--- src/rtl/axil_master_bridge_if.sv ---
// Bundle of the CPU native memory handshake and the AXI-Lite master channels.
// master = bridge side, slave = CPU + AXI-Lite fabric side.
interface axil_master_bridge_if;
   logic        mem_valid;
   logic        mem_instr;
   logic [31:0] mem_addr;
   logic [31:0] mem_wdata;
   logic [3:0]  mem_wstrb;
   logic        mem_ready;
   logic [31:0] mem_rdata;
   logic        mem_err;

   logic [31:0] M_AWADDR;
   logic [2:0]  M_AWPROT;
   logic        M_AWVALID;
   logic        M_AWREADY;
   logic [31:0] M_WDATA;
   logic [3:0]  M_WSTRB;
   logic        M_WVALID;
   logic        M_WREADY;
   logic [1:0]  M_BRESP;
   logic        M_BVALID;
   logic        M_BREADY;
   logic [31:0] M_ARADDR;
   logic [2:0]  M_ARPROT;
   logic        M_ARVALID;
   logic        M_ARREADY;
   logic [31:0] M_RDATA;
   logic [1:0]  M_RRESP;
   logic        M_RVALID;
   logic        M_RREADY;

   modport master (
      input  mem_valid, mem_instr, mem_addr, mem_wdata, mem_wstrb,
      output mem_ready, mem_rdata, mem_err,
      output M_AWADDR, M_AWPROT, M_AWVALID, input M_AWREADY,
      output M_WDATA, M_WSTRB, M_WVALID, input M_WREADY,
      input  M_BRESP, M_BVALID, output M_BREADY,
      output M_ARADDR, M_ARPROT, M_ARVALID, input M_ARREADY,
      input  M_RDATA, M_RRESP, M_RVALID, output M_RREADY
   );

   modport slave (
      output mem_valid, mem_instr, mem_addr, mem_wdata, mem_wstrb,
      input  mem_ready, mem_rdata, mem_err,
      input  M_AWADDR, M_AWPROT, M_AWVALID, output M_AWREADY,
      input  M_WDATA, M_WSTRB, M_WVALID, output M_WREADY,
      output M_BRESP, M_BVALID, input M_BREADY,
      input  M_ARADDR, M_ARPROT, M_ARVALID, output M_ARREADY,
      output M_RDATA, M_RRESP, M_RVALID, input M_RREADY
   );
endinterface

--- src/rtl/axil_master_bridge.sv ---
// PicoRV32-style mem_valid/mem_ready to single-outstanding AXI-Lite master bridge.
// A response timeout completes the CPU access with an error; FLUSH then drains the AXI side.
module axil_master_bridge #(
   parameter int unsigned TIMEOUT_CYCLES = 1024,
   parameter logic [31:0] ERR_RDATA      = 32'hDEAD_BEEF
) (
   input logic                  aclk,
   input logic                  aresetn,
   axil_master_bridge_if.master bus
);

   typedef enum logic [2:0] {
      S_IDLE, S_WADDR, S_WRESP, S_RADDR, S_RDATA, S_DONE, S_FLUSH
   } state_e;

   state_e      state_q;
   logic [31:0] addr_q;
   logic [31:0] wdata_q;
   logic [3:0]  wstrb_q;
   logic [2:0]  prot_q;
   logic [31:0] rdata_q;
   logic        err_q;
   logic        ready_q;
   logic        awvalid_q;
   logic        wvalid_q;
   logic        bready_q;
   logic        arvalid_q;
   logic        rready_q;
   logic [31:0] cnt_q;
   logic [31:0] cnt_d;

   logic aw_hs, w_hs, b_hs, ar_hs, r_hs;
   logic wr_addr_done;
   logic expire;

   assign aw_hs = awvalid_q & bus.M_AWREADY;
   assign w_hs  = wvalid_q  & bus.M_WREADY;
   assign b_hs  = bready_q  & bus.M_BVALID;
   assign ar_hs = arvalid_q & bus.M_ARREADY;
   assign r_hs  = rready_q  & bus.M_RVALID;

   // AW and W may complete in either order or together
   assign wr_addr_done = (aw_hs | ~awvalid_q) & (w_hs | ~wvalid_q);

   assign cnt_d  = cnt_q + 32'd1;
   assign expire = (TIMEOUT_CYCLES != 0) && (cnt_d >= TIMEOUT_CYCLES);

   always_ff @(posedge aclk or negedge aresetn) begin
      if (!aresetn) begin
         state_q   <= S_IDLE;
         addr_q    <= '0;
         wdata_q   <= '0;
         wstrb_q   <= '0;
         prot_q    <= '0;
         rdata_q   <= '0;
         err_q     <= 1'b0;
         ready_q   <= 1'b0;
         awvalid_q <= 1'b0;
         wvalid_q  <= 1'b0;
         bready_q  <= 1'b0;
         arvalid_q <= 1'b0;
         rready_q  <= 1'b0;
         cnt_q     <= '0;
      end else begin
         ready_q <= 1'b0;
         unique case (state_q)
            S_IDLE: begin
               if (bus.mem_valid) begin
                  addr_q  <= bus.mem_addr;
                  wdata_q <= bus.mem_wdata;
                  wstrb_q <= bus.mem_wstrb;
                  prot_q  <= {bus.mem_instr, 2'b00};
                  cnt_q   <= '0;
                  if (|bus.mem_wstrb) begin
                     awvalid_q <= 1'b1;
                     wvalid_q  <= 1'b1;
                     state_q   <= S_WADDR;
                  end else begin
                     arvalid_q <= 1'b1;
                     state_q   <= S_RADDR;
                  end
               end
            end

            S_WADDR: begin
               if (aw_hs) awvalid_q <= 1'b0;
               if (w_hs)  wvalid_q  <= 1'b0;
               if (wr_addr_done) begin
                  bready_q <= 1'b1;
                  cnt_q    <= cnt_d;
                  state_q  <= S_WRESP;
               end else if (expire) begin
                  ready_q  <= 1'b1;
                  err_q    <= 1'b1;
                  bready_q <= 1'b1;
                  state_q  <= S_FLUSH;
               end else begin
                  cnt_q <= cnt_d;
               end
            end

            S_WRESP: begin
               if (b_hs) begin
                  err_q    <= |bus.M_BRESP;
                  ready_q  <= 1'b1;
                  bready_q <= 1'b0;
                  state_q  <= S_DONE;
               end else if (expire) begin
                  ready_q <= 1'b1;
                  err_q   <= 1'b1;
                  state_q <= S_FLUSH;
               end else begin
                  cnt_q <= cnt_d;
               end
            end

            S_RADDR: begin
               if (ar_hs) begin
                  arvalid_q <= 1'b0;
                  rready_q  <= 1'b1;
                  cnt_q     <= cnt_d;
                  state_q   <= S_RDATA;
               end else if (expire) begin
                  ready_q  <= 1'b1;
                  err_q    <= 1'b1;
                  rdata_q  <= ERR_RDATA;
                  rready_q <= 1'b1;
                  state_q  <= S_FLUSH;
               end else begin
                  cnt_q <= cnt_d;
               end
            end

            S_RDATA: begin
               if (r_hs) begin
                  rdata_q  <= bus.M_RDATA;
                  err_q    <= |bus.M_RRESP;
                  ready_q  <= 1'b1;
                  rready_q <= 1'b0;
                  state_q  <= S_DONE;
               end else if (expire) begin
                  ready_q <= 1'b1;
                  err_q   <= 1'b1;
                  rdata_q <= ERR_RDATA;
                  state_q <= S_FLUSH;
               end else begin
                  cnt_q <= cnt_d;
               end
            end

            S_DONE: state_q <= S_IDLE;

            S_FLUSH: begin
               if (aw_hs) awvalid_q <= 1'b0;
               if (w_hs)  wvalid_q  <= 1'b0;
               if (ar_hs) arvalid_q <= 1'b0;
               // Consuming the late response ends the transaction on the AXI side
               if (b_hs || r_hs) begin
                  awvalid_q <= 1'b0;
                  wvalid_q  <= 1'b0;
                  arvalid_q <= 1'b0;
                  bready_q  <= 1'b0;
                  rready_q  <= 1'b0;
                  state_q   <= S_IDLE;
               end
            end

            default: state_q <= S_IDLE;
         endcase
      end
   end

   assign bus.mem_ready = ready_q;
   assign bus.mem_rdata = rdata_q;
   assign bus.mem_err   = err_q;

   assign bus.M_AWADDR  = addr_q;
   assign bus.M_AWPROT  = prot_q;
   assign bus.M_AWVALID = awvalid_q;
   assign bus.M_WDATA   = wdata_q;
   assign bus.M_WSTRB   = wstrb_q;
   assign bus.M_WVALID  = wvalid_q;
   assign bus.M_BREADY  = bready_q;
   assign bus.M_ARADDR  = addr_q;
   assign bus.M_ARPROT  = prot_q;
   assign bus.M_ARVALID = arvalid_q;
   assign bus.M_RREADY  = rready_q;

endmodule

--- src/flat_wrapper.sv ---
// flat-port wrapper written by rule: the top's interface ports become plain ports
module axil_master_bridge_flat 
#(
   parameter int unsigned TIMEOUT_CYCLES = 1024,
   parameter logic [31:0] ERR_RDATA      = 32'hDEAD_BEEF
)
  (aclk, aresetn, bus_mem_valid, bus_mem_instr, bus_mem_addr, bus_mem_wdata, bus_mem_wstrb, bus_mem_ready, bus_mem_rdata, bus_mem_err, bus_M_AWADDR, bus_M_AWPROT, bus_M_AWVALID, bus_M_AWREADY, bus_M_WDATA, bus_M_WSTRB, bus_M_WVALID, bus_M_WREADY, bus_M_BRESP, bus_M_BVALID, bus_M_BREADY, bus_M_ARADDR, bus_M_ARPROT, bus_M_ARVALID, bus_M_ARREADY, bus_M_RDATA, bus_M_RRESP, bus_M_RVALID, bus_M_RREADY);
  axil_master_bridge_if bus_i ();
  input logic aclk;
  input logic aresetn;
  input wire logic [$bits(bus_i.mem_valid)-1:0] bus_mem_valid;
  input wire logic [$bits(bus_i.mem_instr)-1:0] bus_mem_instr;
  input wire logic [$bits(bus_i.mem_addr)-1:0] bus_mem_addr;
  input wire logic [$bits(bus_i.mem_wdata)-1:0] bus_mem_wdata;
  input wire logic [$bits(bus_i.mem_wstrb)-1:0] bus_mem_wstrb;
  output wire logic [$bits(bus_i.mem_ready)-1:0] bus_mem_ready;
  output wire logic [$bits(bus_i.mem_rdata)-1:0] bus_mem_rdata;
  output wire logic [$bits(bus_i.mem_err)-1:0] bus_mem_err;
  output wire logic [$bits(bus_i.M_AWADDR)-1:0] bus_M_AWADDR;
  output wire logic [$bits(bus_i.M_AWPROT)-1:0] bus_M_AWPROT;
  output wire logic [$bits(bus_i.M_AWVALID)-1:0] bus_M_AWVALID;
  input wire logic [$bits(bus_i.M_AWREADY)-1:0] bus_M_AWREADY;
  output wire logic [$bits(bus_i.M_WDATA)-1:0] bus_M_WDATA;
  output wire logic [$bits(bus_i.M_WSTRB)-1:0] bus_M_WSTRB;
  output wire logic [$bits(bus_i.M_WVALID)-1:0] bus_M_WVALID;
  input wire logic [$bits(bus_i.M_WREADY)-1:0] bus_M_WREADY;
  input wire logic [$bits(bus_i.M_BRESP)-1:0] bus_M_BRESP;
  input wire logic [$bits(bus_i.M_BVALID)-1:0] bus_M_BVALID;
  output wire logic [$bits(bus_i.M_BREADY)-1:0] bus_M_BREADY;
  output wire logic [$bits(bus_i.M_ARADDR)-1:0] bus_M_ARADDR;
  output wire logic [$bits(bus_i.M_ARPROT)-1:0] bus_M_ARPROT;
  output wire logic [$bits(bus_i.M_ARVALID)-1:0] bus_M_ARVALID;
  input wire logic [$bits(bus_i.M_ARREADY)-1:0] bus_M_ARREADY;
  input wire logic [$bits(bus_i.M_RDATA)-1:0] bus_M_RDATA;
  input wire logic [$bits(bus_i.M_RRESP)-1:0] bus_M_RRESP;
  input wire logic [$bits(bus_i.M_RVALID)-1:0] bus_M_RVALID;
  output wire logic [$bits(bus_i.M_RREADY)-1:0] bus_M_RREADY;
  assign bus_i.mem_valid = bus_mem_valid;
  assign bus_i.mem_instr = bus_mem_instr;
  assign bus_i.mem_addr = bus_mem_addr;
  assign bus_i.mem_wdata = bus_mem_wdata;
  assign bus_i.mem_wstrb = bus_mem_wstrb;
  assign bus_mem_ready = bus_i.mem_ready;
  assign bus_mem_rdata = bus_i.mem_rdata;
  assign bus_mem_err = bus_i.mem_err;
  assign bus_M_AWADDR = bus_i.M_AWADDR;
  assign bus_M_AWPROT = bus_i.M_AWPROT;
  assign bus_M_AWVALID = bus_i.M_AWVALID;
  assign bus_i.M_AWREADY = bus_M_AWREADY;
  assign bus_M_WDATA = bus_i.M_WDATA;
  assign bus_M_WSTRB = bus_i.M_WSTRB;
  assign bus_M_WVALID = bus_i.M_WVALID;
  assign bus_i.M_WREADY = bus_M_WREADY;
  assign bus_i.M_BRESP = bus_M_BRESP;
  assign bus_i.M_BVALID = bus_M_BVALID;
  assign bus_M_BREADY = bus_i.M_BREADY;
  assign bus_M_ARADDR = bus_i.M_ARADDR;
  assign bus_M_ARPROT = bus_i.M_ARPROT;
  assign bus_M_ARVALID = bus_i.M_ARVALID;
  assign bus_i.M_ARREADY = bus_M_ARREADY;
  assign bus_i.M_RDATA = bus_M_RDATA;
  assign bus_i.M_RRESP = bus_M_RRESP;
  assign bus_i.M_RVALID = bus_M_RVALID;
  assign bus_M_RREADY = bus_i.M_RREADY;
  axil_master_bridge #(.TIMEOUT_CYCLES(TIMEOUT_CYCLES), .ERR_RDATA(ERR_RDATA)) u_core (.aclk(aclk), .aresetn(aresetn), .bus(bus_i));
endmodule
--- config.mk ---
export PLATFORM = sky130hd
export DESIGN_NAME = axil_master_bridge_flat
export DESIGN_NICKNAME = d
export VERILOG_FILES = /design/src/rtl/axil_master_bridge_if.sv /design/src/rtl/axil_master_bridge.sv /design/src/flat_wrapper.sv
export SDC_FILE = /design/constraint.sdc
export NUM_CORES = 1
export LEC_CHECK = 0
export ABC_AREA = 1
export CAP_MARGIN = 20
export CELL_PAD_IN_SITES_DETAIL_PLACEMENT = 0
export CELL_PAD_IN_SITES_GLOBAL_PLACEMENT = 1
export CORE_MARGIN = 1.5
export CORE_UTILIZATION = 49
export DETAILED_ROUTE_END_ITERATION = 8
export DONT_BUFFER_PORTS = 1
export PLACE_DENSITY = 0.8
export SLEW_MARGIN = 10
export SYNTH_ARGS = -nofsm -noshare
export SYNTH_HDL_FRONTEND = slang
export SYNTH_SLANG_ARGS = --single-unit
--- constraint.sdc ---
create_clock -name aclk -period 5.5 [get_ports aclk]
set_input_delay 0.55 -clock aclk [delete_from_list [all_inputs] [get_ports aclk]]
set_output_delay 0.55 -clock aclk [all_outputs]
set_load 0.05 [all_outputs]
# --- Yosys cells after proc, flatten, opt, wreduce, memory -nomap -nowiden ---
# Index checks and enable logic that the tools add are counted.
word_totals:
  ff_bits: 143
  inputBits: 113
  output_inout_bits: 145
  word_cells: 117
op_classes:
  n_addsub: 1
  magnitude_cmp: 1
  n_eq_ne: 17
  muxes: 53
  bitwise_logic: 10
  reduce_logical: 21
op_table:
  columns: ["operator", "n"]
  rows:
  - ["2-to-1 mux 32 bit", 9]
  - ["case mux 32 bit (5 select lines)", 1]
  - ["case mux 32 bit (2 select lines)", 1]
  - ["adder 32 x 1 -> 32 bit (second input constant)", 1]
  - ["greater-or-equal comparator 32 x 11 -> 1 bit (second input constant)", 1]
  - ["2-to-1 mux 1 bit", 26]
  - ["2-to-1 mux 3 bit", 7]
  - ["case mux 3 bit (6 select lines)", 1]
  - ["case mux 1 bit (3 select lines)", 5]
  - ["!= test 2 bit (second input constant)", 6]
  - ["AND reduction 4 bit", 3]
  - ["nonzero test 3 bit", 4]
  - ["AND reduction 3 bit", 3]
  - ["!= test 2 x 1 -> 1 bit (second input constant)", 4]
  - ["case mux 1 bit (4 select lines)", 2]
  - ["bitwise AND 1 bit", 6]
  - ["== test 3 x 2 -> 1 bit (second input constant)", 2]
  - ["== test 3 bit (second input constant)", 2]
  - ["!= test 3 x 1 -> 1 bit (second input constant)", 2]
  - ["AND reduction 2 bit", 3]
  - ["nonzero test 5 bit", 1]
  - ["nonzero test 4 bit", 1]
  - ["OR reduction 2 bit", 2]
  - ["OR reduction 4 bit", 1]
  - ["7 further kinds", 9]

# --- Depth between registers and ports, before layout ---
logic_depth:
  depth_word: 5
  ltp_mapped: 20
  depth_no_buf: 18

# --- Worst setup path before layout ---
# OpenSTA, ideal clock, no wires.
synth_timing:
  kind: "reg-to-reg"
  from: "register u_core.cnt_q[0]"
  to: "register u_core.cnt_q[25]"
  setup_ns: 0.129
  arrival_ns: 2.197
  t_required_ns: 5.371
  slack_ns: 3.174
  stages_incl_launch_ff: 19
  n_path_buf: 2
  synth_period_minus_slack_ns: 2.326
  cell_sequence: "dfrtp_1 > ha_1 > nand2_1 > nor2_2 > nand2_2 > nor2_4 > nand2_1 > nand2_1 > nand2_1 > nor2_1 > nand2_1 > nor2_4 > nand3_2 > buf_6 > buf_2 > nand3_1 > nand2_1 > nand2_1 > o21ai_1"
synth_via:
  elab_chain_cells: 5
  elab_cells_between_ends: 8
  cone_classes: "add/sub: 1; order compare: 1; mux: 6"
synth_lines:
  columns: ["item", "line_no", "source"]
  rows:
  - ["start, declared", "axil_master_bridge.sv:29", "logic [31:0] cnt_q;"]
  - ["start signal, assigned", "axil_master_bridge.sv:90", "cnt_q <= cnt_d;"]
  - ["start signal, assigned", "axil_master_bridge.sv:98", "cnt_q <= cnt_d;"]
  - ["start signal, assigned", "axil_master_bridge.sv:113", "cnt_q <= cnt_d;"]
  - ["adder 32 x 1 -> 32 bit (*)", "axil_master_bridge.sv:45", "assign cnt_d = cnt_q + 32'd1;"]
  - ["greater-or-equal comparator 32 x 11 -> 1 bit", "axil_master_bridge.sv:46", "assign expire = (TIMEOUT_CYCLES != 0) && (cnt_d >= TIMEOUT_CYCLES);"]
  - ["2-to-1 mux 32 bit", null, null]
  - ["2-to-1 mux 32 bit (on tied branches)", null, null]
  - ["case mux 32 bit (5 select lines) (*)", "axil_master_bridge.sv:66", "unique case (state_q)"]
# Every way passes the cells marked *; elsewhere a longest branch is shown, timed or not. The select of a mux whose other input is x is not followed.
# A chain may end at the register's enable or synchronous reset.

# --- Final worst setup path ---
layout_timing:
  from: "register u_core.cnt_q[0]"
  to: "register u_core.rdata_q[17], in the netlist u_core.bus.mem_rdata[17]"
layout_via:
  elab_chain_cells: 5
  elab_cells_between_ends: 6
  cone_classes: "add/sub: 1; order compare: 1; mux: 4"
layout_lines:
  columns: ["item", "line_no", "source"]
  rows:
  - ["adder 32 x 1 -> 32 bit (*)", "axil_master_bridge.sv:45", null]
  - ["greater-or-equal comparator 32 x 11 -> 1 bit (*)", "axil_master_bridge.sv:46", null]
  - ["2-to-1 mux 32 bit (*)", null, null]
  - ["2-to-1 mux 32 bit (on tied branches)", null, null]
  - ["case mux 32 bit (2 select lines) (*)", null, null]
  - ["end signal, assigned", "axil_master_bridge.sv:136", "rdata_q <= bus.M_RDATA;"]
  - ["end, declared", "axil_master_bridge.sv:21", "logic [31:0] rdata_q;"]
# Marks and branches as above.

==> results.yml <==
cts:
  tritoncts.num_buffers: 17
  tritoncts: "yes"
  insertion_delay_to_the_later_sink_of_the_worst_skew_pair_ps: 430
  cts.repair.resized: 0
  clock_tree.root_cell: "sky130_fd_sc_hd__clkbuf_16"
  path_clk_slew_ps: 70
  cts.sinks: 143
  postCtsSetupBuffers: 0
  clockBufferDepth: 2
  clock_tree.htree_level_count: 4
synthesis:
  synth_warnings: 0
  synth.lib_cells_used.distinct: 36
  yosys-top-cells-area: "sky130_fd_sc_hd__dfrtp_1 47%, sky130_fd_sc_hd__nand2_1 14%, sky130_fd_sc_hd__mux2_2 10%, sky130_fd_sc_hd__nor2_1 7.4%, sky130_fd_sc_hd__buf_4 3.6%"
  synth_cells: 936
  synth_top_area_share: 0.469
  yosysTopAreaCell: "sky130_fd_sc_hd__dfrtp_1"
  ys_seq_area_frac: 0.469
  syn-mean-instance-area_um2: 8.15
  ys_seq_elements: 143
  post_synthesis_cell_area_um2: 7630
setup_path:
  start_kind: "flop"
  crit-reg2reg-launch: "u_core.cnt_q[0]"
  worst_ep_arrival_time_ps: 3830
  critPathKind: "flop to flop"
  cp.required_ps: 5810
  worstPathMaxFanout: 25
  timing.critical_path.from: "u_core.cnt_q[0]"
  crit_path_end_kind: "flop"
floorplanning:
  initial_util: 0.502
  cell_rows: 45
  die_height_um: 128
  die-width_um: 128
  core_area_um2: 15200
  die-area_um2: 16300
  io_pins: 258
cells_and_area:
  area.growth.synth_to_final_pct: 6.94
  finalNetCount: 1017
  most_frequent_standard_cell_in_the_layout_excluding_fill_and_tap_cells: "sky130_fd_sc_hd__nand2_1"
  final_layout_size_suffix_gt1_frac: 0.155
  most-common-layout-cells: "283 x sky130_fd_sc_hd__nand2_1, 150 x sky130_fd_sc_hd__nor2_1, 143 x sky130_fd_sc_hd__dfrtp_1"
grt:
  grt_antenna_before_repair: 1
  grt.total_usage: 0.250
  vias_in_the_first_global_route: 5876
  first_pass_grt_wire_length_mm: 31.3
  grt_ovf: 0
  maximum_number_of_pins_on_one_net_before_global_route_repair: 144
power:
  p_seq_frac: 0.471
  power.share.switching: 0.239
  post-layout-total-power_mw: 2.24
  p_comb_frac: 0.014
  internal_power_of_the_cells_mw: 1.70
  p_leak_nw: 4.35
  power.density_nw_per_um2: 274
  switching_power_uw: 535
  clock_power_share: 0.515
  max-vdd-ir-drop_v: 0.000211
job:
  timing.max_cap.violations: 0
detailed_routing:
  drt_first_pass_iters: 5
  initialDrtViolationCount: 417
  wl_per_cell_um: 18.1
  final_antenna_net_count: 0
  vias: 5988
  totalWireLength_mm: 20.0
  viasPerCell: 5.42
  drc_errors: 0
timing:
  period_utilisation_layout: 0.639
  final-max-slew-violation-count: 0
  finClkSkew_ps: 9.44
  setup_tns_ps: 0
  tightestPinTransition_ps: 1120
  rsz0062_at_grt: "no"
  final_hold_viol_count: 0
  post-route-min-period_ps: 3520
  setup_viol: 0
  relSlewSlack: 0.248
  maxClockFrequency_mhz: 284
outcome:
  outcome: "completed"
placed_design:
  place.port_buffers: 0
  detailedPlacementHpwl_mm: 14.8
  gpl.final_weighted_congestion: 0.933
hold_path:
  worst_hold_path_type: "primary input to asynchronous set/reset pin"
[cell families after synthesis]
group                      synth area share
buffers and inverters                0.0869
adders and majority gates           0.00164
DFF                                   0.469
AOI/OAI and AO/OA                    0.0423
xor gates and xnor gates             0.0115
and+or+nand+nor                       0.286
other                              0.000492
muxes                                 0.102
[power groups by stage]
stage	registers [mW]	logic, mW	clock network, mW
after CTS	1.05	0.0318	1.18
after global routing	1.05	0.0352	1.23
final	1.05	0.0304	1.15
after floorplan	1.07	0.0102	0
after detailed placement	1.07	0.00859	0
after global placement	1.07	0.00850	0
[metrics by stage]
step | hold slack [ps] | std cells | setup slack [ps] | instance area (um2) | util
after global placement | 258 | 1071 | 2110 | 7540 | 0.496
after floorplan | 254 | 939 | 3170 | 7640 | -
final | 134 | 1105 | 1980 | 8160 | 0.537
after global routing | 182 | 1105 | 1580 | 8160 | 0.537
after CTS | 150 | 1104 | 1990 | 8160 | 0.536
after detailed placement | 257 | 1071 | 2010 | 7540 | 0.496
[registers in the layout, indices dropped and copies added (netlist names)]
register	flops
u_core.bus.M_WDATA	32
u_core.bus.mem_ready	1
u_core.bus.M_ARVALID	1
u_core.cnt_q	32
u_core.bus.mem_err	1
u_core.bus.M_ARPROT	1
u_core.bus.M_ARADDR	32
u_core.state_q	3
u_core.bus.M_AWVALID	1
u_core.bus.M_WVALID	1
u_core.bus.M_RREADY	1
u_core.bus.M_WSTRB	4
u_core.bus.M_BREADY	1
u_core.bus.mem_rdata	32
[synth_stat cells (all sizes together)]
library cell / instances
a31oi: 1
conb: 1
xor2: 10
clkbuf: 9
o21a: 1
ha: 1
buf: 54
a21oi: 13
nor3: 2
nand2: 292
o211ai: 3
nor2: 166
clkinv: 3
nand4: 9
a2111oi: 1
dfrtp: 143
and2: 1
nand3b: 4
o21ai: 37
o21bai: 2
inv: 67
nor4: 1
o22ai: 2
mux2: 69
nand3: 44
[final cells by class]
class,count,area [um2]
Clock inverter,15,165
Antenna cell,1,2.50
Clock buffer,17,425
Multi-Input combinational cell,663,3410
Sequential cell,143,3580
Fill cell,1437,7040
Timing Repair Buffer,8,80.1
Tap cell,188,235
Inverter,70,263
[worst max-delay path, stage by stage, from the launching register on]
cell	delay, ps
sky130_fd_sc_hd__dfrtp_1	420
sky130_fd_sc_hd__ha_1	250
sky130_fd_sc_hd__nand2_1	120
sky130_fd_sc_hd__nor2_2	190
sky130_fd_sc_hd__nand2_2	130
sky130_fd_sc_hd__nor2_4	170
sky130_fd_sc_hd__nand2_1	70
sky130_fd_sc_hd__nand2_1	50
sky130_fd_sc_hd__nand2_1	60
sky130_fd_sc_hd__nand2_1	80
sky130_fd_sc_hd__inv_2	30
sky130_fd_sc_hd__nand2_2	100
sky130_fd_sc_hd__nor2_8	60
sky130_fd_sc_hd__nand3_2	390
sky130_fd_sc_hd__nor2_1	120
sky130_fd_sc_hd__nor2_2	770
sky130_fd_sc_hd__inv_2	190
sky130_fd_sc_hd__nand2_1	120
sky130_fd_sc_hd__nand2_1	60
[per-layer routing]
metal | share of wire | up-vias | wire length, um | GRT usage
li1 | - | 2865 | - | -
met1 | 0.40 | 2836 | 7950 | 0.296
met2 | 0.51 | 250 | 10200 | 0.434
met3 | 0.071 | 37 | 1420 | 0.0647
met4 | 0.025 | 0 | 510 | 0.0998
met5 | 0 | - | 0 | 0
[timing repair]
item,4_1_cts,5_1_grt
setup endpoints to repair,0,0
hold endpoints to repair,143,0
hold buffers,1,0
[worst paths after layout]
kind                       slack (ps)                        to  depth (start not counted)
setup / recovery                 1980  u_core.bus.mem_rdata[17]                         18
hold / removal                    130           u_core.cnt_q[1]                          1
setup reg to reg                 1980  u_core.bus.mem_rdata[17]                         18
hold reg to reg                   550           u_core.cnt_q[6]                          2
max in group asynchronous        4870    u_core.bus.M_ARADDR[3]                          1
min in group aclk                 240  u_core.bus.mem_rdata[22]                          2
Note: power is estimated with default switching activity, not from simulation.
